--- src/rtl/clock24_pkg.sv ---
// Shared constants and types for the clock24 design: clock-enable divisors,
// push-button timing defaults and the per-key auto-repeat state encoding.
package clock24_pkg;

    // System clock and the divider ratios that produce the 1 ms / 10 ms enables.
    localparam int CLK_HZ   = 100_000_000;
    localparam int CE1_DIV  = CLK_HZ / 1000;
    localparam int CE10_DIV = CLK_HZ / 100;

    // Button conditioning defaults, all counted in 1 ms enable ticks.
    localparam int DEB_MS_DEF     = 20;
    localparam int REP_DLY_MS_DEF = 500;
    localparam int REP_INT_MS_DEF = 100;

    // Auto-repeat state of one key.
    typedef enum logic [1:0] {
        KEY_IDLE   = 2'd0,
        KEY_DELAY  = 2'd1,
        KEY_REPEAT = 2'd2
    } key_state_e;

    // Bits needed to count 0..n-1, never less than one bit.
    function automatic int cnt_width(input int n);
        return (n > 1) ? $clog2(n) : 1;
    endfunction

    function automatic int max2(input int a, input int b);
        return (a > b) ? a : b;
    endfunction

endpackage

--- src/rtl/key_chan.sv ---
// One push-button channel: 2-FF synchronizer, tick-based debounce and an
// IDLE/DELAY/REPEAT machine producing a press pulse plus optional auto-repeat.
module key_chan
    import clock24_pkg::*;
#(
    parameter int DEB_MS     = DEB_MS_DEF,
    parameter int REP_DLY_MS = REP_DLY_MS_DEF,
    parameter int REP_INT_MS = REP_INT_MS_DEF
) (
    input  logic clk_i,
    input  logic rst_i,
    input  logic ce_i,
    input  logic key_i,
    input  logic rep_en_i,
    output logic lvl_o,
    output logic pls_o
);

    localparam int DEB_W = cnt_width(DEB_MS);
    localparam int REP_W = cnt_width(max2(REP_DLY_MS, REP_INT_MS));

    localparam logic [DEB_W-1:0] DEB_LAST = DEB_W'(DEB_MS - 1);
    localparam logic [DEB_W-1:0] DEB_ONE  = DEB_W'(1);
    localparam logic [REP_W-1:0] DLY_LAST = REP_W'(REP_DLY_MS - 1);
    localparam logic [REP_W-1:0] INT_LAST = REP_W'(REP_INT_MS - 1);
    localparam logic [REP_W-1:0] REP_ONE  = REP_W'(1);

    logic             sync1_q;
    logic             sync_q;
    logic [DEB_W-1:0] deb_cnt_q, deb_cnt_d;
    logic             lvl_q, lvl_d;
    key_state_e       state_q, state_d;
    logic [REP_W-1:0] rep_cnt_q, rep_cnt_d;
    logic             pls_q, pls_d;

    // Two-stage synchronizer: the raw button touches nothing else.
    always_ff @(posedge clk_i or posedge rst_i) begin
        if (rst_i) begin
            sync1_q <= 1'b0;
            sync_q  <= 1'b0;
        end else begin
            sync1_q <= key_i;
            sync_q  <= sync1_q;
        end
    end

    // Debounce: count ticks of disagreement, restart on any agreement, and
    // adopt the new level on the DEB_MS-th consecutive disagreeing tick.
    always_comb begin
        deb_cnt_d = deb_cnt_q;
        lvl_d     = lvl_q;
        if (sync_q == lvl_q) begin
            deb_cnt_d = '0;
        end else if (ce_i) begin
            if (deb_cnt_q == DEB_LAST) begin
                lvl_d     = sync_q;
                deb_cnt_d = '0;
            end else begin
                deb_cnt_d = deb_cnt_q + DEB_ONE;
            end
        end
    end

    // Repeat machine, driven by the next debounced level so the press pulse
    // lands in the same cycle the level first reads high and a release beats
    // any repeat that falls due on the same tick.
    always_comb begin
        state_d   = state_q;
        rep_cnt_d = rep_cnt_q;
        pls_d     = 1'b0;
        if (!lvl_d) begin
            state_d   = KEY_IDLE;
            rep_cnt_d = '0;
        end else begin
            case (state_q)
                KEY_IDLE: begin
                    state_d   = KEY_DELAY;
                    rep_cnt_d = '0;
                    pls_d     = 1'b1;
                end
                KEY_DELAY: begin
                    if (ce_i) begin
                        if (rep_cnt_q == DLY_LAST) begin
                            // Without repeat enable the counter parks here.
                            if (rep_en_i) begin
                                state_d   = KEY_REPEAT;
                                rep_cnt_d = '0;
                                pls_d     = 1'b1;
                            end
                        end else begin
                            rep_cnt_d = rep_cnt_q + REP_ONE;
                        end
                    end
                end
                KEY_REPEAT: begin
                    if (ce_i) begin
                        if (rep_cnt_q == INT_LAST) begin
                            rep_cnt_d = '0;
                            pls_d     = 1'b1;
                        end else begin
                            rep_cnt_d = rep_cnt_q + REP_ONE;
                        end
                    end
                end
                default: begin
                    state_d   = KEY_IDLE;
                    rep_cnt_d = '0;
                end
            endcase
        end
    end

    // Debounce and repeat state registers.
    always_ff @(posedge clk_i or posedge rst_i) begin
        if (rst_i) begin
            deb_cnt_q <= '0;
            lvl_q     <= 1'b0;
            state_q   <= KEY_IDLE;
            rep_cnt_q <= '0;
            pls_q     <= 1'b0;
        end else begin
            deb_cnt_q <= deb_cnt_d;
            lvl_q     <= lvl_d;
            state_q   <= state_d;
            rep_cnt_q <= rep_cnt_d;
            pls_q     <= pls_d;
        end
    end

    assign lvl_o = lvl_q;
    assign pls_o = pls_q;

endmodule

--- src/rtl/key_cond.sv ---
// Push-button conditioner between the board buttons and counter24: one
// independent key_chan per button, all timed by the 1 ms clock enable.
module key_cond
    import clock24_pkg::*;
#(
    parameter int N_KEY      = 3,
    parameter int DEB_MS     = DEB_MS_DEF,
    parameter int REP_DLY_MS = REP_DLY_MS_DEF,
    parameter int REP_INT_MS = REP_INT_MS_DEF
) (
    input  logic             CLK,
    input  logic             RST,
    input  logic             CE,
    input  logic [N_KEY-1:0] KEY_IN,
    input  logic [N_KEY-1:0] REP_EN,
    output logic [N_KEY-1:0] KEY_LVL,
    output logic [N_KEY-1:0] KEY_PLS
);

    // One fully independent channel per button.
    for (genvar gi = 0; gi < N_KEY; gi++) begin : g_chan
        key_chan #(
            .DEB_MS     (DEB_MS),
            .REP_DLY_MS (REP_DLY_MS),
            .REP_INT_MS (REP_INT_MS)
        ) u_chan (
            .clk_i    (CLK),
            .rst_i    (RST),
            .ce_i     (CE),
            .key_i    (KEY_IN[gi]),
            .rep_en_i (REP_EN[gi]),
            .lvl_o    (KEY_LVL[gi]),
            .pls_o    (KEY_PLS[gi])
        );
    end

endmodule

--- config.mk ---
export PLATFORM = sky130hd
export DESIGN_NAME = key_cond
export DESIGN_NICKNAME = d
export VERILOG_FILES = /design/src/rtl/clock24_pkg.sv /design/src/rtl/key_chan.sv /design/src/rtl/key_cond.sv
export SDC_FILE = /design/constraint.sdc
export NUM_CORES = 1
export LEC_CHECK = 0
export ABC_CLOCK_PERIOD_IN_PS = 2000
export CAP_MARGIN = 20
export CORE_MARGIN = 2
export CORE_UTILIZATION = 57
export CTS_CLUSTER_SIZE = 8
export DETAILED_ROUTE_END_ITERATION = 10
export DONT_BUFFER_PORTS = 1
export PLACE_DENSITY = 0.75
export SYNTH_ARGS = -nofsm -noshare
export SYNTH_HDL_FRONTEND = slang
export SYNTH_SLANG_ARGS = --single-unit
--- constraint.sdc ---
create_clock -name CLK -period 2 [get_ports CLK]
set_clock_uncertainty 0.15 [all_clocks]
set_input_delay 0 -clock CLK [delete_from_list [all_inputs] [get_ports CLK]]
set_output_delay 0 -clock CLK [all_outputs]
set_load 0.02 [all_outputs]
==> results.cfg, run 1 <==
[floorplan]
die_x_um = 82.4
initial_core_util = 0.592
ios = 15
die-area_mm2 = 0.00679
rows = 28
fp.dieH_um = 82.4
core_area_mm2 = 0.00592

[sta]
finalHoldViolations = 1
setup_viol = 31
worst_pin_slew_ns = 0.648
slew_headroom = 0.566
period_needed_ns = 2.24
rsz0062_at_grt = true
finalSetupTns_ns = -3.71
period_share = 1.12
fin_ws_ns = -0.239
fmax_mhz = 447
slew_violations = 0
fin_hold_ws_ns = -0.00474

[cts]
h-tree-depth = 3
numCtsBuffers = 9
root_buffer = clkbuf_8
cts_tree = yes
cts_max_path_buffers = 2
clock_latency_ns = 0.36
clkSinkCount = 60
clkSlewWorstSetupHoldPaths_ns = 0.08

[setup_path]
arrival_ns = 2.37
path_cells = inv_1 > ha_1 > nand2b_1 > o31ai_1 > buf_4 > a21bo_2 > o21ai_1 > a22o_1
crit_path_start_kind = register
rrSetupSlack_ns = -0.24
critPathKind = register to register
reg2reg_from = g_chan[1].u_chan.state_q[1]
cpMaxStageDelayCell = dfrtp_1
critPathMaxStageDelay_ns = 0.42
crit_required_ns = 2.14
cp-endpoint = g_chan[1].u_chan.rep_cnt_q[4]
end_kind = register
r2r_end = g_chan[1].u_chan.rep_cnt_q[4]
r2r_cells = 8
crit_fanout = 5
cp-startpoint = g_chan[1].u_chan.state_q[1]

[drt]
viasPerCell = 6.35
drtAntennaViolNets = 0
drc = 0
firstDrtPassIters = 5
wl_per_cell_um = 20.2
routed_wl_mm = 10.8
drt_iter0_markers = 243
vias = 3382

[final_layout]
register_area_mm2 = 0.00150
area_growth_pct = 38.1
multi_input_area_mm2 = 0.00212
insertedDiodeCount = 0
final_cell_area_mm2 = 0.00484
nets = 483
instances_no_fill = 533
drive_gt1_frac = 0.330
nFillCells = 321

[place]
dp_hpwl_mm = 5.69
dpl-instance-area_mm2 = 0.00407
numPortBuffers = 0
dp.cells = 481
place_congestion = 0.847

[global_route]
grt_max_degree = 22
grt_antenna_before_repair = 0
grt_pass1_wl_mm = 14.8
grt_usage = 0.290
grt_pass1_vias = 3157
grt_remaining_overflow = 0

[synth]
syn_area_mm2 = 0.00350
synth_fp_nets = 381
async_flop_share = 1.00
ys_ff_latch = 60
syn_inst = 351
synth_edf_count = 0
synth_cell_types = 60
yosys.area.top_type = dfrtp_1
ys_warn_count = 0
synthFlopType = dfrtp_1
synth.area.top_cells = dfrtp_1 (43%), ha_1 (7.5%), mux2i_1 (3.4%)
synth_top_area_share = 0.429
synth.avg_cell_area_um2 = 9.98
yosysMostFrequentCell = dfrtp_1
yosysSeqAreaShare = 0.429
synth_commonest_cells = dfrtp_1 (60), nor2_1 (26), nand2_1 (22), ha_1 (21), inv_1 (20)

[power]
combPwrFrac = 0.058
vdd_drop_max_v = 0.000595
p_leak_nw = 2.21
switchingPower_w = 0.000617
clock_power_share = 0.455
sw_frac_of_total = 0.242
p_per_area_mw_per_mm2 = 527
power_frac_seq = 0.487
p_int_w = 0.00193

[outcome]
violations = hold timing, setup timing
status = complete, but fails checks

[job]
drv_cap = 0

[worst_hold_path]
hold_class = input pin to register
kinds of logic after synthesis:
group,Yosys count,share of synthesized area
fa+ha+maj,21,0.0750
flops,60,0.429
xor+xnor,6,0.0150
mux,14,0.0407
compound gates,87,0.193
buf+inv,32,0.0422
simple gates,131,0.205
through the flow:
| step | power [W] | setup slack (ns) | util |
|---|---|---|---|
| floorplan | 0.00132 | -0.0506 | - |
| global placement | 0.00135 | -0.0911 | 0.688 |
| detailed placement | 0.00135 | -0.147 | 0.688 |
| CTS | 0.00253 | -0.111 | 0.780 |
| global route | 0.00263 | -0.319 | 0.817 |
| finish | 0.00255 | -0.239 | 0.817 |
power by group through the flow:
stage	Sequential, W	Combinational [W]	Clock (W)
2_1_floorplan	0.00126	0.0000613	0
3_5_place_dp	0.00126	0.0000933	0
6_report	0.00124	0.000148	0.00116
5_1_grt	0.00124	0.000161	0.00123
3_3_place_gp	0.00126	0.0000899	0
4_1_cts	0.00124	0.000130	0.00116
area by class of cell:
type	count	share of cell area
clock buffer	11	0.0313
clock inverter	5	0.0103
inverter	21	0.0173
multi-input combinational	261	0.439
sequential	60	0.310
tap	75	0.0194
timing repair buffer	100	0.173
registers in the layout, summed over array words and instances, names as in the netlist:
name / flops
g_chan.u_chan.lvl_o: 3
g_chan.u_chan.state_q: 6
g_chan.u_chan.sync_q: 3
g_chan.u_chan.rep_cnt_q: 27
g_chan.u_chan.deb_cnt_q: 15
g_chan.u_chan.sync1_q: 3
g_chan.u_chan.pls_o: 3
worst max-delay path, delay by kind of cell, from the launching register on:
kind	cells	cell delay (ns)
adder cells (fa/ha/maj)	1	0.25
AND/OR/NAND/NOR	1	0.11
buffers and inverters	2	0.37
AO/OA/AOI/OAI	4	0.85
flip-flops	1	0.42
routing by layer:
layer,wire [um],global-route usage,up-vias
met5,0,0,-
met3,736,0.0478,47
li1,-,-,1514
met2,5380,0.478,178
met4,446,0.150,0
met1,4190,0.365,1643
timing repair:
item	in CTS	in global routing
hold endpoints to repair	88	0
setup endpoints to repair	27	34
cloned	2	0
hold buffers	22	0
buffers inserted	7	6
pin swaps	12	23
resized for setup	16	37
layout by cell type, fill, tap and decap left out, types with 4 or more instances in the layout:
cell type      count
nand2_1           22
ha_1              13
nand4_1            5
inv_1             17
a22o_1            12
nor2_1            26
dfrtp_1           60
clkbuf_8          11
nor3_1            14
clkinv_2           4
and3_1             8
mux2i_1           11
o21ai_2            4
nor2b_1            8
ha_2               6
nand3_1           14
o21ai_0            7
dlygate4sd3_1     22
o21ai_1            6
o22ai_2            8
nand2b_1           8
a221o_1            6
a21oi_1           10
buf_4             74
worst min path at each step:
stage               slack (ns)  startpoint  depth (start not counted)                            end
global placement         -0.21         RST                          1  g_chan[1].u_chan.rep_cnt_q[6]
CTS                       0.02          CE                          4  g_chan[0].u_chan.rep_cnt_q[5]
floorplan                -0.12   KEY_IN[0]                          0       g_chan[0].u_chan.sync1_q
global route            -0.002          CE                          3         g_chan[2].u_chan.lvl_o
detailed placement       -0.21         RST                          1  g_chan[1].u_chan.rep_cnt_q[6]
finish                  -0.005          CE                          3         g_chan[2].u_chan.lvl_o
Note: power is estimated with default switching activity, not from simulation.
==> inputs of run 2 (changes only) <==
--- a/config.mk
+++ b/config.mk
@@ -5,14 +5,15 @@
 export SDC_FILE = /design/constraint.sdc
 export NUM_CORES = 1
 export LEC_CHECK = 0
-export ABC_CLOCK_PERIOD_IN_PS = 2000
+export ABC_CLOCK_PERIOD_IN_PS = 2800
 export CAP_MARGIN = 20
 export CORE_MARGIN = 2
-export CORE_UTILIZATION = 57
+export CORE_UTILIZATION = 65
 export CTS_CLUSTER_SIZE = 8
 export DETAILED_ROUTE_END_ITERATION = 10
 export DONT_BUFFER_PORTS = 1
-export PLACE_DENSITY = 0.75
+export PLACE_DENSITY = 0.81
+export RECOVER_POWER = 50
 export SYNTH_ARGS = -nofsm -noshare
 export SYNTH_HDL_FRONTEND = slang
 export SYNTH_SLANG_ARGS = --single-unit
==> constraint.sdc (replaced) <==
create_clock -name CLK -period 2.8 [get_ports CLK]
set_clock_uncertainty 0.15 [all_clocks]
set_input_delay 0 -clock CLK [delete_from_list [all_inputs] [get_ports CLK]]
set_output_delay 0 -clock CLK [all_outputs]
set_load 0.02 [all_outputs]
==> run 2 against run 1 <==
Effect of this change:
- the run now ends clean
- worst hold slack better by 0.043 ns
- sequential share of layout area rose by 8.4 points
- critical path depth fell by 2
- combinational power is 60% lower
- clock-buffer cell count unchanged
- die area is 12% lower
- via count is 21% lower
- routed wire length down 36%
- cell count decreased by 18%
- utilization shrank 7.6 points
- largest cell class unchanged
- sequential power is 28% lower
==> results.cfg, run 2 (synthesis results as in run 1) <==
[outcome]
status = complete, no violations

[floorplan]
die_x_um = 77.4
initial_core_util = 0.681
ios = 15
fp.dieH_um = 77.4
die-area_mm2 = 0.00599
core_area_mm2 = 0.00514
rows = 26

[cts]
post_cts_buffers = 0
clkSlewWorstSetupHoldPaths_ns = 0.06
h-tree-depth = 3
cts_max_path_buffers = 2
numCtsBuffers = 9
clkSinkCount = 60
cts_tree = yes
clock_latency_ns = 0.35
root_buffer = clkbuf_8

[global_route]
gr-usage-met3 = 0.0826
grt_use_met1 = 0.338
grt_max_degree = 34
grt_usage = 0.256
gr-usage-met2 = 0.391
grt_antenna_before_repair = 0
grt.busiest_layer = met2
grt_pass1_wl_mm = 11.9
grt_pass1_vias = 2599
grt_remaining_overflow = 0

[setup_path]
crit_fanout = 24
end_kind = register
crit_path_start_kind = input pin
critPathKind = input pin to register
crit_required_ns = 2.88
arrival_ns = 2.47

[place]
dp.cells = 413
place_congestion = 0.829
place_ws_ns = 0.504
dp_hpwl_mm = 4.63
numPortBuffers = 0

[sta]
fin_ws_ns = 0.414
fmax_mhz = 419
fin_hold_ws_ns = 0.0379
period_needed_ns = 2.39
worst_pin_slew_ns = 1.16
rsz0062_at_grt = false
finalSetupTns_ns = 0
slew_violations = 0
setup_viol = 0
period_share = 0.852
finalHoldViolations = 0
slew_headroom = 0.225

[final_layout]
largest_register = g_chan.u_chan.rep_cnt_q
final_cell_mix = dfrtp_1 (60), nor2_1 (26), nand2_1 (22), ha_1 (21), inv_1 (20)
largest_register_ffs = 27
drive_gt1_frac = 0.0929
insertedDiodeCount = 0
final_util = 0.741
nFillCells = 388
layout_commonest_cell = dfrtp_1
reg_top3 = g_chan.u_chan.rep_cnt_q: 27 flops, g_chan.u_chan.deb_cnt_q: 15 flops, g_chan.u_chan.state_q: 6 flops
area_growth_pct = 8.79
nets = 392
instances_no_fill = 436

[worst_hold_path]
hold_class = input pin to register

[drt]
drc = 0
viasPerCell = 6.16
firstDrtPassIters = 4
drtAntennaViolNets = 0
routed_wl_mm = 6.87
drt_iter0_markers = 199
wl_per_cell_um = 15.7
vias = 2687

[power]
p_per_area_mw_per_mm2 = 450
p_leak_nw = 1.74
vdd_drop_max_v = 0.000331

[job]
drv_cap = 0
==> run 2: changes by cell type in the layout (fill, tap and decap cells not counted), moves of 3 or more <==
cell           delta
o22ai_1           +8
ha_2              -6
o22ai_2           -7
dlygate4sd3_1    -15
o21ai_0          +10
o21ai_1           -6
clkbuf_1          +3
buf_6             -3
buf_4            -73
inv_1             +3
clkinv_2          -3
o21ai_2           -4
ha_1              +8
==> run 2: area by class of cell <==
type,count,area [um2],area share
inverter,21,78.8,0.0207
clock buffer,11,141,0.0371
timing repair buffer,11,97.6,0.0256
clock inverter,4,50.0,0.0131
tap,70,87.6,0.0230
multi-input combinational,259,1850,0.486
sequential,60,1500,0.394
==> run 2: power by group <==
group,internal (W),switching [W],total (W)
combinational,0.0000211,0.0000386,0.0000597
sequential,0.000878,0.00000923,0.000887
clock,0.000428,0.000339,0.000767
total,0.00133,0.000387,0.00171
==> run 2: what timing repair did <==
item	CTS	global route
endpoints found under the setup margin	0	7
gates resized for setup	0	1
hold endpoints to repair	88	0
hold buffers	8	0
==> run 2: through the flow <==
step,cell area (um2),total power (W)
3_3_place_gp,3540,0.000949
3_5_place_dp,3540,0.000951
2_1_floorplan,3500,0.000943
4_1_cts,3810,0.00173
5_1_grt,3810,0.00178
6_report,3810,0.00171
==> run 2: worst paths after layout <==
kind                                               start  slack (ns)  cells past startpoint                            end
max                                                   CE        0.41                      6  g_chan[0].u_chan.rep_cnt_q[1]
min                                                   CE        0.04                      4  g_chan[2].u_chan.rep_cnt_q[0]
max reg2reg                g_chan[2].u_chan.deb_cnt_q[0]        0.46                      6  g_chan[2].u_chan.rep_cnt_q[7]
min reg2reg                     g_chan[1].u_chan.sync1_q        0.20                      0        g_chan[1].u_chan.sync_q
max in group asynchronous                            RST        0.97                      3  g_chan[2].u_chan.rep_cnt_q[7]
min in group asynchronous                            RST        0.25                      2  g_chan[1].u_chan.rep_cnt_q[3]
==> run 2: routing by layer <==
metal  wire length, um  share of wire
met1              3170           0.46
met4                74          0.011
met2              3340           0.49
met3               282          0.041
met5                 0              0
==> run 2: worst max-delay path, cell delays in order <==
cell and delay [ns]:
dlymetal6s4s_1 0.74, clkinv_1 0.54, a21o_1 0.29, o22ai_2 0.31, or2_2 0.23, mux2_2 0.35
